**src/rtl/pipe_pkg.sv**
```systemverilog
// Shared definitions for inter-stage pipeline buffers.
// Occupancy encoding and default bundle widths for stage wrappers.
package pipe_pkg;

    localparam logic [1:0] ST_EMPTY = 2'd0;
    localparam logic [1:0] ST_ONE   = 2'd1;
    localparam logic [1:0] ST_FULL  = 2'd2;

    localparam int DATA_W_DEF = 32;
    localparam int CTRL_W_DEF = 12;
    localparam int CNT_W_DEF  = 16;

    typedef logic [1:0] state_t;

endpackage

```
**src/rtl/pipe_stage_buf_if.sv**
```systemverilog
// Valid/ready bundle between two pipeline stages.
// master drives valid/data/ctrl, slave drives ready.
interface pipe_stage_buf_if
    import pipe_pkg::*;
#(
    parameter int DATA_W = DATA_W_DEF,
    parameter int CTRL_W = CTRL_W_DEF
) ();

    logic              valid;
    logic              ready;
    logic [DATA_W-1:0] data;
    logic [CTRL_W-1:0] ctrl;

    modport master (
        output valid,
        output data,
        output ctrl,
        input  ready
    );

    modport slave (
        input  valid,
        input  data,
        input  ctrl,
        output ready
    );

endinterface

```
**src/rtl/pipe_slot.sv**
```systemverilog
// One buffer entry: valid + control + payload.
// clear kills valid/ctrl only; the payload is left as-is.
module pipe_slot #(
    parameter int DATA_W = 32,
    parameter int CTRL_W = 12
) (
    input  logic              clk,
    input  logic              rst,
    input  logic              load,
    input  logic              clear,
    input  logic [DATA_W-1:0] d_data,
    input  logic [CTRL_W-1:0] d_ctrl,
    output logic              valid,
    output logic [DATA_W-1:0] data,
    output logic [CTRL_W-1:0] ctrl
);

    // entry state; a clear overrides a load so a killed entry stays a bubble
    always_ff @(posedge clk or negedge rst) begin
        if (!rst) begin
            valid <= 1'b0;
            ctrl  <= '0;
            data  <= '0;
        end else if (clear) begin
            valid <= 1'b0;
            ctrl  <= '0;
        end else if (load) begin
            valid <= 1'b1;
            ctrl  <= d_ctrl;
            data  <= d_data;
        end
    end

endmodule

```
**src/rtl/pipe_stage_buf.sv**
```systemverilog
// Inter-stage register with a 2-entry skid buffer.
// in_ready is registered so stall never ripples upstream combinationally.
module pipe_stage_buf
    import pipe_pkg::*;
#(
    parameter int DATA_W = DATA_W_DEF,
    parameter int CTRL_W = CTRL_W_DEF,
    parameter int CNT_W  = CNT_W_DEF
) (
    input  logic             clk,
    input  logic             rst,
    input  logic             flush,
    pipe_stage_buf_if.slave  up,
    pipe_stage_buf_if.master dn,
    output logic [CNT_W-1:0] stall_cnt
);

    state_t            state;
    state_t            state_nxt;
    logic              in_ready;
    logic              acc;
    logic              pop;
    logic              out_valid;

    logic              main_load;
    logic              main_clr;
    logic              main_sel_skid;
    logic              skid_load;
    logic              skid_clr;

    logic              main_v;
    logic [DATA_W-1:0] main_data;
    logic [CTRL_W-1:0] main_ctrl;
    logic              skid_v;
    logic [DATA_W-1:0] skid_data;
    logic [CTRL_W-1:0] skid_ctrl;
    logic [DATA_W-1:0] main_d_data;
    logic [CTRL_W-1:0] main_d_ctrl;

    assign acc = up.valid & in_ready;
    assign pop = out_valid & dn.ready;

    // occupancy register
    always_ff @(posedge clk or negedge rst) begin
        if (!rst) begin
            state <= ST_EMPTY;
        end else begin
            state <= state_nxt;
        end
    end

    // occupancy transitions; flush always lands in EMPTY
    always_comb begin
        state_nxt = state;
        unique case (state)
            ST_EMPTY: if (acc) state_nxt = ST_ONE;
            ST_ONE: begin
                if (acc && !pop) state_nxt = ST_FULL;
                else if (pop && !acc) state_nxt = ST_EMPTY;
            end
            ST_FULL: if (pop) state_nxt = ST_ONE;
            default: state_nxt = ST_EMPTY;
        endcase
        if (flush) state_nxt = ST_EMPTY;
    end

    // slot load/clear strobes derived from occupancy and handshakes
    always_comb begin
        main_load     = 1'b0;
        main_clr      = 1'b0;
        main_sel_skid = 1'b0;
        skid_load     = 1'b0;
        skid_clr      = 1'b0;
        unique case (state)
            ST_EMPTY: main_load = acc;
            ST_ONE: begin
                main_load = acc & pop;
                skid_load = acc & ~pop;
                main_clr  = pop & ~acc;
            end
            ST_FULL: begin
                main_load     = pop;
                main_sel_skid = pop & skid_v;
                skid_clr      = pop;
            end
            default: begin
                main_clr = 1'b1;
                skid_clr = 1'b1;
            end
        endcase
        if (flush) begin
            main_load = 1'b0;
            skid_load = 1'b0;
            main_clr  = 1'b1;
            skid_clr  = 1'b1;
        end
    end

    assign main_d_data = main_sel_skid ? skid_data : up.data;
    assign main_d_ctrl = main_sel_skid ? skid_ctrl : up.ctrl;

    pipe_slot #(
        .DATA_W (DATA_W),
        .CTRL_W (CTRL_W)
    ) u_main (
        .clk    (clk),
        .rst    (rst),
        .load   (main_load),
        .clear  (main_clr),
        .d_data (main_d_data),
        .d_ctrl (main_d_ctrl),
        .valid  (main_v),
        .data   (main_data),
        .ctrl   (main_ctrl)
    );

    pipe_slot #(
        .DATA_W (DATA_W),
        .CTRL_W (CTRL_W)
    ) u_skid (
        .clk    (clk),
        .rst    (rst),
        .load   (skid_load),
        .clear  (skid_clr),
        .d_data (up.data),
        .d_ctrl (up.ctrl),
        .valid  (skid_v),
        .data   (skid_data),
        .ctrl   (skid_ctrl)
    );

    // ready for the next cycle unless we are about to be full
    always_ff @(posedge clk or negedge rst) begin
        if (!rst) begin
            in_ready <= 1'b1;
        end else begin
            in_ready <= (state_nxt != ST_FULL);
        end
    end

    // saturating count of cycles the head is blocked downstream
    always_ff @(posedge clk or negedge rst) begin
        if (!rst) begin
            stall_cnt <= '0;
        end else if (out_valid && !dn.ready && (stall_cnt != '1)) begin
            stall_cnt <= stall_cnt + 1'b1;
        end
    end

    assign out_valid = (state != ST_EMPTY) & main_v;
    assign up.ready  = in_ready;
    assign dn.valid  = out_valid;
    assign dn.data   = main_data;
    assign dn.ctrl   = out_valid ? main_ctrl : '0;

endmodule
```
**src/flat_wrapper.sv**
```systemverilog
// flat-port wrapper written by rule: the top's interface ports become plain ports
module pipe_stage_buf_flat import pipe_pkg::*;
#(
    parameter int DATA_W = DATA_W_DEF,
    parameter int CTRL_W = CTRL_W_DEF,
    parameter int CNT_W  = CNT_W_DEF
)
  (clk, rst, flush, stall_cnt, up_valid, up_data, up_ctrl, up_ready, dn_valid, dn_data, dn_ctrl, dn_ready);
  pipe_stage_buf_if #(.DATA_W(DATA_W), .CTRL_W(CTRL_W)) up_i ();
  pipe_stage_buf_if #(.DATA_W(DATA_W), .CTRL_W(CTRL_W)) dn_i ();
  input  logic clk;
  input  logic rst;
  input  logic flush;
  output logic [CNT_W-1:0] stall_cnt;
  input wire logic [$bits(up_i.valid)-1:0] up_valid;
  input wire logic [$bits(up_i.data)-1:0] up_data;
  input wire logic [$bits(up_i.ctrl)-1:0] up_ctrl;
  output wire logic [$bits(up_i.ready)-1:0] up_ready;
  output wire logic [$bits(dn_i.valid)-1:0] dn_valid;
  output wire logic [$bits(dn_i.data)-1:0] dn_data;
  output wire logic [$bits(dn_i.ctrl)-1:0] dn_ctrl;
  input wire logic [$bits(dn_i.ready)-1:0] dn_ready;
  assign up_i.valid = up_valid;
  assign up_i.data = up_data;
  assign up_i.ctrl = up_ctrl;
  assign up_ready = up_i.ready;
  assign dn_valid = dn_i.valid;
  assign dn_data = dn_i.data;
  assign dn_ctrl = dn_i.ctrl;
  assign dn_i.ready = dn_ready;
  pipe_stage_buf #(.DATA_W(DATA_W), .CTRL_W(CTRL_W), .CNT_W(CNT_W)) u_core (.clk(clk), .rst(rst), .flush(flush), .up(up_i), .dn(dn_i), .stall_cnt(stall_cnt));
endmodule
```
**config.mk**
```make
export PLATFORM = sky130hd
export DESIGN_NAME = pipe_stage_buf_flat
export DESIGN_NICKNAME = d
export VERILOG_FILES = /design/src/rtl/pipe_pkg.sv /design/src/rtl/pipe_stage_buf_if.sv /design/src/rtl/pipe_slot.sv /design/src/rtl/pipe_stage_buf.sv /design/src/flat_wrapper.sv
export SDC_FILE = /design/constraint.sdc
export NUM_CORES = 1
export LEC_CHECK = 0
export BUFFER_PORTS_ARGS = -buffer_cell sky130_fd_sc_hd__buf_2
export CORE_MARGIN = 3
export CORE_UTILIZATION = 40
export CTS_BUF_LIST = sky130_fd_sc_hd__clkbuf_4
export DETAILED_ROUTE_END_ITERATION = 10
export PLACE_DENSITY = 0.72
export SLEW_MARGIN = 20
export SYNTH_ARGS = -nofsm -noshare
export SYNTH_HDL_FRONTEND = slang
export SYNTH_SLANG_ARGS = --single-unit
```
**constraint.sdc**
```tcl
create_clock -name clk -period 2.3 [get_ports clk]
set_input_delay 0.115 -clock clk [delete_from_list [all_inputs] [get_ports clk]]
set_output_delay 0.115 -clock clk [all_outputs]
set_load 0.02 [all_outputs]
```
==> results.md <==
- Most common library cells after synthesis: dfrtp_1 (108), mux2i_1 (45), o21ai_0 (36), mux2_1 (28), o21ai_1 (28)
- Total number of vias: 3,716
- CTS clk-pin slew, worst paths: 0.15 ns
- Avg WL per Cell: 16.20 um
- CTS resizes: 0
- Critical Path Start Type: flip-flop
- Initial Util: 41.17%
- Pre-antenna DRT Iters: 4
- Pwr Density: 761.0 nW/um^2
- Final wirelength: 11,550 um
- Sequential cell area fraction in the yosys report: 54.95%
- Fin cells: 713
- Met2 routed WL: 5648 um
- Tmin final: 2.139 ns
- Met3 routed WL: 521 um
- Placed Cells incl. Taps: 654
- Asr flop ratio synth: 100.0%
- Slew @ Worst Pin: 1.054 ns
- Crit. End Element: flip-flop
- Antenna Cells: 0
- DR vias/cell: 5.212
- Count of final max-slew check failures: 0
- Top cell type's share of synthesized area: 54.42%
- Total CTS buffers: 9
- Gr ovfl total: 0
- Crit-path max FO: 44
- Max-slew headroom: 29.71%
- Final ANT Viol Nets: 0
- Post-synth EDFFs: 0
- Cell with the most instances after synthesis: dfrtp_1
- Synthesized area per cell: 12.51 sq um
- Fmax: 467.6 MHz
- Ys flop type: dfrtp_1
- Clock sink count: 109
- Setup TNS: 0 ns
- RSZ-0062 raised after global routing: false
- Global-route wire length before repair: 19,180 um
- DR iter-0 viols: 267
- Crit Path Class: flip-flop to flip-flop
- Number of global-route vias before repair: 3,778
- Flop-to-flop setup slack: 0.16 ns
- Top layer in use: met4
- Port Buffers: 110
- FILL cells: 1,075
- RePlAce Congestion: 0.7829
- Row cnt: 40
- Mapped Nets: 447
- Synth area leader: dfrtp_1
- Wl on met1: 5205 um
- Top post-synthesis cells by area: dfrtp_1 (54%), mux2i_1 (9.1%), mux2_1 (6.3%), o21ai_0 (3.6%), o21ai_1 (2.8%)
- Worst Path Required: 2.60 ns
- HP Class: primary input to flip-flop
- Number of max-cap violations: 0
- Fin nets: 592
- Worst EP arrival: 2.43 ns
- P_leak: 0.003205 uW
- Final count of hold timing violations: 0
- Post-layout util: 51.26%
- Skew final: 0.01203 ns
- Cells after Synth: 397
- Final worst-path cycle share: 92.99%
- Die area: 13,790 sq um
- Die Span X: 117.4 um
- Synthesized area: 4966 sq um
- TritonCTS clock tree: built
- Yosys reg bits: 109
- Fraction of layout cells with a size suffix above 1: 27.71%
- Ys Warns: 0
- Area Growth Syn to Fin: 24.49%
- DP HPWL: 7236 um
- Clk buf depth: 2
- Worst vdd ir: 0.0004498 V
- Synth unique cells: 47
- Setup Viol. Count Final: 0
- Status: finished, final reports clean
- Total GRT Usage: 16.98%
- I/O pin count: 111
- Initial antenna violation count: 0
- H-tree levels: 3
- Largest net degree at the start of global routing: 48
- CTS root buf: clkbuf_4
- Skew-Pair Late Insertion Delay: 0.45 ns
- Chip Height: 117.4 um
- DRC: 0
- Core area: 12,060 sq um
==> layer usage <==
layer,track usage (%),vias to the layer above
li1,-,1731
met1,22.71,1870
met2,27.42,99
met3,3.857,16
met4,5.792,0
met5,0,-
==> sequential cells by signal, indices dropped and copies added (netlist names) <==
name,cells
u_core.u_main.ctrl,12
u_core.u_main.data,32
u_core.up.ready,1
u_core.stall_cnt,16
u_core.u_skid.valid,1
u_core.u_skid.data,32
u_core.state,2
u_core.u_skid.ctrl,12
u_core.u_main.valid,1
==> cell families after synthesis <==
group,synth area share [%]
flip-flops,54.95
AO/OA/AOI/OAI,13.23
buffers and inverters,4.233
multiplexers,16.78
adder cells (fa/ha/maj),0.2519
AND/OR/NAND/NOR,7.911
XOR/XNOR,2.646
==> report_power, final <==
part / switching [uW] / internal, uW / total [uW]
Combinational: 674 / 537 / 1210
Sequential: 272 / 2390 / 2660
Clock: 588 / 248 / 836
==> area by class of cell <==
cell class | instances | area (sq um) | area share, %
Inverter | 2 | 7.507 | 0.1214
Timing Repair Buffer | 163 | 1101 | 17.81
Clock buffer | 12 | 90.09 | 1.457
Multi-Input combinational cell | 257 | 2032 | 32.87
Sequential cell | 109 | 2729 | 44.14
Tap cell | 168 | 210.2 | 3.400
Clock inverter | 2 | 12.51 | 0.2024
==> timing repair <==
| action | CTS | global route |
|---|---|---|
| setup buffers | 0 | 0 |
| endpoints found under the hold margin | 128 | 0 |
| hold buffers | 45 | 0 |
==> through the flow <==
step | area [sq um] | hold slack, ns | total power (uW) | worst slack (ns)
floorplan | 4966 | -0.1806 | 3408 | 0.4473
global placement | 5629 | 0.1404 | 3792 | 0.2905
detailed placement | 5629 | 0.1484 | 3865 | 0.2111
CTS | 6182 | 0.03758 | 4754 | 0.2132
global route | 6182 | 0.04682 | 5017 | 0.01255
finish | 6182 | 0.06624 | 4705 | 0.1613
==> path summary, 6_finish.rpt <==
check                                         endpoint  depth (start not counted)                  start
max in group asynchronous              u_core.up.ready                          3                    rst
worst min-delay path                   u_core.state[0]                          2                  flush
worst max-delay path            u_core.u_main.data[31]                          4        u_core.state[0]
min in group asynchronous       u_core.u_main.data[21]                          2                    rst
worst min register to register   u_core.u_main.ctrl[0]                          1  u_core.u_main.ctrl[0]
worst max register to register  u_core.u_main.data[31]                          4        u_core.state[0]
==> worst max-delay path, cell delays in order, from the launching register on <==
cell,delay (ns)
dfrtp_1,0.57
a21boi_4,0.27
o32a_4,0.17
or2_2,0.72
o21ai_0,0.23
==> cell usage in the layout (no fill, tap or decap), types with 3 or more instances in the layout <==
cell type	count
o21ai_1	28
nor2_1	4
mux2_2	6
nor3_1	8
mux2_1	28
or2_2	3
xor2_1	15
and2_1	13
buf_12	3
nor4b_1	3
dlygate4sd3_1	45
nand4_1	4
buf_2	109
clkbuf_4	12
o2bb2ai_1	13
o21ai_0	36
dfrtp_1	108
nand3_1	3
nand2_1	8
mux2i_1	45
a22o_1	12
buf_4	6
nand2b_1	3
Power figures use the tool's default switching activity.
